`src/rtl/data_input_latch_if.sv`:
```
// Bus bundle between the 6502 external data pins, the internal bus
// multiplexers and the data input latch.
interface data_input_latch_if #(
   parameter int DATA_WIDTH  = 8,
   parameter int STALL_WIDTH = 8
);
   logic                   i_phi2;
   logic                   i_rw;
   logic                   i_rdy;
   logic                   i_sync;
   logic [DATA_WIDTH-1:0]  i_data;
   logic                   i_dl_db;
   logic                   i_dl_adl;
   logic                   i_dl_adh;
   logic [DATA_WIDTH-1:0]  o_dl;
   logic [DATA_WIDTH-1:0]  o_db;
   logic [DATA_WIDTH-1:0]  o_adl;
   logic [DATA_WIDTH-1:0]  o_adh;
   logic                   o_valid;
   logic [DATA_WIDTH-1:0]  o_opcode;
   logic                   o_opcode_valid;
   logic [STALL_WIDTH-1:0] o_stall_count;
   logic                   o_drive_conflict;

   modport master (
      output i_phi2, i_rw, i_rdy, i_sync, i_data,
      output i_dl_db, i_dl_adl, i_dl_adh,
      input  o_dl, o_db, o_adl, o_adh, o_valid,
      input  o_opcode, o_opcode_valid, o_stall_count,
      input  o_drive_conflict
   );

   modport slave (
      input  i_phi2, i_rw, i_rdy, i_sync, i_data,
      input  i_dl_db, i_dl_adl, i_dl_adh,
      output o_dl, o_db, o_adl, o_adh, o_valid,
      output o_opcode, o_opcode_valid, o_stall_count,
      output o_drive_conflict
   );
endinterface

```
`src/rtl/data_input_latch.sv`:
```
// 6502 read-path data latch: captures the bus on phi2 fall, preloads
// opcodes on SYNC, counts RDY stalls and gates DL onto DB/ADL/ADH.
module data_input_latch #(
   parameter int                    DATA_WIDTH  = 8,
   parameter int                    STALL_WIDTH = 8,
   parameter logic [DATA_WIDTH-1:0] IDLE_VALUE  = '0
) (
   input logic                i_clk,
   input logic                i_reset,
   data_input_latch_if.slave  bus
);
   logic                   r_phi2_q;
   logic [DATA_WIDTH-1:0]  r_sample;
   logic [DATA_WIDTH-1:0]  r_dl;
   logic [DATA_WIDTH-1:0]  r_opcode;
   logic                   r_valid;
   logic                   r_opcode_valid;
   logic [STALL_WIDTH-1:0] r_stall;

   logic w_fall;
   logic w_conflict;

   assign w_fall     = r_phi2_q & ~bus.i_phi2;
   assign w_conflict = bus.i_dl_adl & bus.i_dl_adh;

   // r_sample holds the bus from the last phi2-high clock, so the
   // commit needs no hold time after phi2 falls.
   always_ff @(posedge i_clk) begin
      if (i_reset) begin
         r_phi2_q       <= 1'b0;
         r_sample       <= '0;
         r_dl           <= '0;
         r_opcode       <= '0;
         r_valid        <= 1'b0;
         r_opcode_valid <= 1'b0;
         r_stall        <= '0;
      end else begin
         r_phi2_q       <= bus.i_phi2;
         r_valid        <= 1'b0;
         r_opcode_valid <= 1'b0;
         if (bus.i_phi2)
            r_sample <= bus.i_data;
         if (w_fall && bus.i_rw) begin
            r_dl <= r_sample;
            if (bus.i_rdy) begin
               r_valid <= 1'b1;
               r_stall <= '0;
               if (bus.i_sync) begin
                  r_opcode       <= r_sample;
                  r_opcode_valid <= 1'b1;
               end
            end else if (r_stall != '1) begin
               r_stall <= r_stall + 1'b1;
            end
         end
      end
   end

   assign bus.o_dl             = r_dl;
   assign bus.o_valid          = r_valid;
   assign bus.o_opcode         = r_opcode;
   assign bus.o_opcode_valid   = r_opcode_valid;
   assign bus.o_stall_count    = r_stall;
   assign bus.o_drive_conflict = w_conflict;

   assign bus.o_db  = bus.i_dl_db ? r_dl : IDLE_VALUE;
   assign bus.o_adl = (bus.i_dl_adl && !w_conflict) ? r_dl : IDLE_VALUE;
   assign bus.o_adh = (bus.i_dl_adh && !w_conflict) ? r_dl : IDLE_VALUE;
endmodule

```
`src/flat_wrapper.sv`:
```
// flat-port wrapper written by rule: the top's interface ports become plain ports
module data_input_latch_flat 
#(
   parameter int                    DATA_WIDTH  = 8,
   parameter int                    STALL_WIDTH = 8,
   parameter logic [DATA_WIDTH-1:0] IDLE_VALUE  = '0
)
  (i_clk, i_reset, bus_i_phi2, bus_i_rw, bus_i_rdy, bus_i_sync, bus_i_data, bus_i_dl_db, bus_i_dl_adl, bus_i_dl_adh, bus_o_dl, bus_o_db, bus_o_adl, bus_o_adh, bus_o_valid, bus_o_opcode, bus_o_opcode_valid, bus_o_stall_count, bus_o_drive_conflict);
  data_input_latch_if #(.DATA_WIDTH(DATA_WIDTH), .STALL_WIDTH(STALL_WIDTH)) bus_i ();
  input logic i_clk;
  input logic i_reset;
  input wire logic [$bits(bus_i.i_phi2)-1:0] bus_i_phi2;
  input wire logic [$bits(bus_i.i_rw)-1:0] bus_i_rw;
  input wire logic [$bits(bus_i.i_rdy)-1:0] bus_i_rdy;
  input wire logic [$bits(bus_i.i_sync)-1:0] bus_i_sync;
  input wire logic [$bits(bus_i.i_data)-1:0] bus_i_data;
  input wire logic [$bits(bus_i.i_dl_db)-1:0] bus_i_dl_db;
  input wire logic [$bits(bus_i.i_dl_adl)-1:0] bus_i_dl_adl;
  input wire logic [$bits(bus_i.i_dl_adh)-1:0] bus_i_dl_adh;
  output wire logic [$bits(bus_i.o_dl)-1:0] bus_o_dl;
  output wire logic [$bits(bus_i.o_db)-1:0] bus_o_db;
  output wire logic [$bits(bus_i.o_adl)-1:0] bus_o_adl;
  output wire logic [$bits(bus_i.o_adh)-1:0] bus_o_adh;
  output wire logic [$bits(bus_i.o_valid)-1:0] bus_o_valid;
  output wire logic [$bits(bus_i.o_opcode)-1:0] bus_o_opcode;
  output wire logic [$bits(bus_i.o_opcode_valid)-1:0] bus_o_opcode_valid;
  output wire logic [$bits(bus_i.o_stall_count)-1:0] bus_o_stall_count;
  output wire logic [$bits(bus_i.o_drive_conflict)-1:0] bus_o_drive_conflict;
  assign bus_i.i_phi2 = bus_i_phi2;
  assign bus_i.i_rw = bus_i_rw;
  assign bus_i.i_rdy = bus_i_rdy;
  assign bus_i.i_sync = bus_i_sync;
  assign bus_i.i_data = bus_i_data;
  assign bus_i.i_dl_db = bus_i_dl_db;
  assign bus_i.i_dl_adl = bus_i_dl_adl;
  assign bus_i.i_dl_adh = bus_i_dl_adh;
  assign bus_o_dl = bus_i.o_dl;
  assign bus_o_db = bus_i.o_db;
  assign bus_o_adl = bus_i.o_adl;
  assign bus_o_adh = bus_i.o_adh;
  assign bus_o_valid = bus_i.o_valid;
  assign bus_o_opcode = bus_i.o_opcode;
  assign bus_o_opcode_valid = bus_i.o_opcode_valid;
  assign bus_o_stall_count = bus_i.o_stall_count;
  assign bus_o_drive_conflict = bus_i.o_drive_conflict;
  data_input_latch #(.DATA_WIDTH(DATA_WIDTH), .STALL_WIDTH(STALL_WIDTH), .IDLE_VALUE(IDLE_VALUE)) u_core (.i_clk(i_clk), .i_reset(i_reset), .bus(bus_i));
endmodule
```
`config.mk`:
```
export PLATFORM = sky130hd
export DESIGN_NAME = data_input_latch_flat
export DESIGN_NICKNAME = d
export VERILOG_FILES = /design/src/rtl/data_input_latch_if.sv /design/src/rtl/data_input_latch.sv /design/src/flat_wrapper.sv
export SDC_FILE = /design/constraint.sdc
export NUM_CORES = 1
export LEC_CHECK = 0
export ABC_AREA = 1
export CORE_MARGIN = 3
export CORE_UTILIZATION = 40
export CTS_CLUSTER_DIAMETER = 150
export DETAILED_ROUTE_END_ITERATION = 7
export PLACE_DENSITY = 0.77
export SLEW_MARGIN = 25
export SYNTH_ARGS = -nofsm -noshare
export SYNTH_HDL_FRONTEND = slang
export SYNTH_SLANG_ARGS = --single-unit
export TNS_END_PERCENT = 1
```
`constraint.sdc`:
```
create_clock -name i_clk -period 3.2 [get_ports i_clk]
set_input_delay 0.96 -clock i_clk [delete_from_list [all_inputs] [get_ports i_clk]]
set_output_delay 0.96 -clock i_clk [all_outputs]
set_load 0.02 [all_outputs]
```
==> load_flow_metrics.sql <==
INSERT INTO impl_metrics (metric_group, metric, value, unit) VALUES
('status', 'run_status', 'completed', ''),
('die', 'placementRows', '22', ''),
('cts', 'insertion_delay', '290', 'ps'),
('global_routing', 'pin_count_of_the_biggest_net_entering_global_routing', '28', ''),
('cts', 'clkTransAtPathRegs', '70', 'ps'),
('synth', 'yosys_most_used_dff', 'sky130_fd_sc_hd__dfxtp_1', ''),
('synth', 'postSynthCellCount', '225', ''),
('sta', 'finClkSkew', '1.56', 'ps'),
('sta', 'max_clock_freq', '320', 'MHz'),
('setup_path', 'slowest_stage', 'sky130_fd_sc_hd__clkdlybuf4s50_1', ''),
('sta', 'drv_slew', '0', ''),
('die', 'starting_utilization_of_the_core_area', '0.420', ''),
('setup_path', 'timing.critical_path.to_type', 'output port', ''),
('final_layout', 'post_route_cells_drive_above_1_share', '0.0946', ''),
('synth', 'yosys_warnings', '0', ''),
('final_layout', 'layout.nets', '313', ''),
('synth', 'yosysMostFrequentCell', 'sky130_fd_sc_hd__nor2_1', ''),
('setup_path', 'cp.required', '2240', 'ps'),
('drt', 'remaining_drc_errors', '0', ''),
('cts', 'clock_tree.root_cell', 'sky130_fd_sc_hd__clkbuf_8', ''),
('global_routing', 'grt_util_all_layers', '0.167', ''),
('die', 'die_w', '68.5', 'um'),
('cts', 'cts.repair_timing.setup_buffer_count', '0', ''),
('sta', 'finalHoldViolCount', '0', ''),
('global_routing', 'antenna_found_initial', '0', ''),
('global_routing', 'gr-total-overflow', '0', ''),
('synth', 'synth_area_leaders', 'sky130_fd_sc_hd__dfxtp_1 (45%), sky130_fd_sc_hd__nor2_1 (14%), sky130_fd_sc_hd__o21ai_0 (10%)', ''),
('cts', 'cts_num_sinks', '35', ''),
('synth', 'synth.ff_latch_count', '35', ''),
('global_routing', 'grt_pass1_wl', '5.74', 'mm'),
('power_and_ir_drop', 'post-layout-total-power', '908', 'uW'),
('setup_path', 'setup.worst_path.class', 'in -> out', ''),
('power_and_ir_drop', 'cellLeakagePower', '0.00105', 'uW'),
('cts', 'tritoncts', 'built', ''),
('die', 'core_area', '3720', 'sq um'),
('sta', 'worstMarginPinSlew', '584', 'ps'),
('setup_path', 'worst-path-max-fanout', '3', ''),
('hold_path', 'timing.hold.worst.class', 'reg -> reg', ''),
('synth', 'yosysTopAreaCellShare', '0.449', ''),
('drt', 'drt-pass1-iter-count', '4', ''),
('synth', 'synth_top_area_cell', 'sky130_fd_sc_hd__dfxtp_1', ''),
('final_layout', 'synthToLayoutAreaGrowth', '48.2', '%'),
('sta', 'rsz0062_at_grt', 'no', ''),
('sta', 'final.min_clock_period', '3120', 'ps'),
('synth', 'ys_types', '21', ''),
('final_layout', 'finalCoreUtilization', '0.622', ''),
('die', 'dieArea', '4690', 'sq um'),
('die', 'dieHeight', '68.5', 'um'),
('drt', 'detail_route.wirelength', '3.88', 'mm'),
('sta', 'relSlewSlack', '0.610', ''),
('cts', 'cts-root-to-sink-buffers', '2', ''),
('drt', 'antenna_violating_nets_post_route', '0', ''),
('power_and_ir_drop', 'irDropWorstVdd', '261', 'uV'),
('cts', 'numCtsBuffers', '5', ''),
('power_and_ir_drop', 'power.density', '393', 'nW/um^2'),
('setup_path', 'startpoint_class_of_the_critical_path', 'input port', ''),
('die', 'ioPinCount', '68', ''),
('final_layout', 'inserted_diodes', '0', ''),
('setup_path', 'cpMostUsedCell', 'sky130_fd_sc_hd__clkdlybuf4s50_1', ''),
('setup_path', 'arrival', '2160', 'ps'),
('sta', 'timing.final.setup_violations', '0', ''),
('final_layout', 'fin_cells', '344', ''),
('place', 'gp_routability_congestion', '0.917', ''),
('synth', 'mappedNetlistArea', '1560', 'sq um'),
('cts', 'cts_htree_levels', '2', ''),
('synth', 'sequential_fraction_of_the_synthesis_area', '0.449', ''),
('synth', 'synth.avg_cell_area', '6.93', 'sq um'),
('global_routing', 'first_global_vias', '1221', ''),
('drt', 'detail_route.wl_per_cell', '11.3', 'um'),
('place', 'dp_hpwl', '2.98', 'mm'),
('setup_path', 'critPathMaxStageDelay', '590', 'ps'),
('place', 'placement.io_buffers', '67', ''),
('setup_path', 'crit_chain', 'clkdlybuf4s50_1, nand2_1, inv_1, clkdlybuf4s50_1', ''),
('place', 'placed_cells', '336', ''),
('synth', 'synth_edf_count', '0', ''),
('drt', 'drt-initial-drc-count', '58', ''),
('sta', 'post-route-period-util', '0.976', ''),
('synth', 'post_synth_most_frequent_cells', 'sky130_fd_sc_hd__nor2_1 (60), sky130_fd_sc_hd__dfxtp_1 (35), sky130_fd_sc_hd__o21ai_0 (32)', ''),
('run', 'drv_cap', '0', ''),
('drt', 'routed_via_density', '4.60', ''),
('synth', 'mappedNetlistNets', '243', ''),
('synth', 'async_reset_ff_frac', '0', ''),
('drt', 'detailroute.via_count', '1582', '');
power by group:
part / switching [uW] / leakage [uW] / internal [uW]
logic: 57.5 / 0.000718 / 46.4
registers: 8.67 / 0.000285 / 449
clock network: 151 / 0.0000515 / 196
placed cells by master, fill, tap and decap left out, types with 2 or more instances in the layout:
master,netlist,layout
sky130_fd_sc_hd__dlygate4sd2_1,0,15
sky130_fd_sc_hd__nor2_1,60,60
sky130_fd_sc_hd__dfxtp_1,35,35
sky130_fd_sc_hd__inv_1,29,29
sky130_fd_sc_hd__buf_4,1,2
sky130_fd_sc_hd__nand3_1,7,7
sky130_fd_sc_hd__o21ai_0,32,32
sky130_fd_sc_hd__clkdlybuf4s50_1,0,43
sky130_fd_sc_hd__clkbuf_2,0,4
sky130_fd_sc_hd__clkbuf_8,0,7
sky130_fd_sc_hd__a21oi_1,14,14
sky130_fd_sc_hd__buf_2,3,5
sky130_fd_sc_hd__nor3_1,2,2
sky130_fd_sc_hd__nand3_4,2,2
sky130_fd_sc_hd__nand2_1,29,29
critical path: cells and delay by family:
kind,cells,cell delay [ps]
buffers and inverters,3,1150
and+or+nand+nor,1,60
registers in the layout (all words and copies together) (netlist names):
| name | cells |
|---|---|
| u_core.r_sample | 8 |
| u_core.bus.o_opcode_valid | 1 |
| u_core.bus.o_valid | 1 |
| u_core.bus.o_dl | 8 |
| u_core.r_phi2_q | 1 |
| u_core.bus.o_stall_count | 8 |
| u_core.bus.o_opcode | 8 |
kinds of logic (layout without fill, tap and decap cells):
family / Yosys count / after routing / share of synthesized area
fa+ha+maj: 1 / 1 / 0.00802
compound gates: 46 / 46 / 0.148
simple gates: 105 / 105 / 0.291
buf+inv: 38 / 109 / 0.104
flops: 35 / 35 / 0.449
what timing repair did:
item | 4_1_cts | 5_1_grt
hold buffers | 0 | 0
resized for setup | 37 | 10
hold endpoints to repair | 0 | 0
setup endpoints to repair | 24 | 9
layer usage:
metal	vias to the layer above	wire length, um	track usage
li1	842	-	-
met1	663	1770	0.209
met2	71	1650	0.257
met3	6	396	0.0509
met4	0	69	0.0844
met5	-	0	0
metrics by stage:
stage | hold slack, ps | setup TNS [ps] | setup WS, ps | instance area (sq um)
CTS | 489 | 0 | 5.37 | 2360
global placement | 464 | -3790 | -291 | 2280
finish | 482 | 0 | 77.2 | 2310
floorplan | 474 | 0 | 533 | 1560
detailed placement | 473 | -4150 | -332 | 2280
global route | 508 | 0 | 0.347 | 2310
area by class of cell:
cell class	instances	area, sq um
inverters	32	133
well taps	48	60.1
multi-input cells	152	697
fillers	362	1400
clock buffers	8	100
repair buffers	69	622
flip-flops and latches	35	701
path summary, 6_finish.rpt:
check	start	end	slack, ps	depth (start not counted)
setup / recovery	bus_i_dl_adh	bus_o_drive_conflict	80	4
hold / removal	u_core.bus.o_opcode[2]	u_core.bus.o_opcode[2]	480	2
setup reg to reg	u_core.bus.o_stall_count[0]	u_core.bus.o_stall_count[6]	1740	8
hold reg to reg	u_core.bus.o_opcode[2]	u_core.bus.o_opcode[2]	480	2
Power figures use the tool's default switching activity.
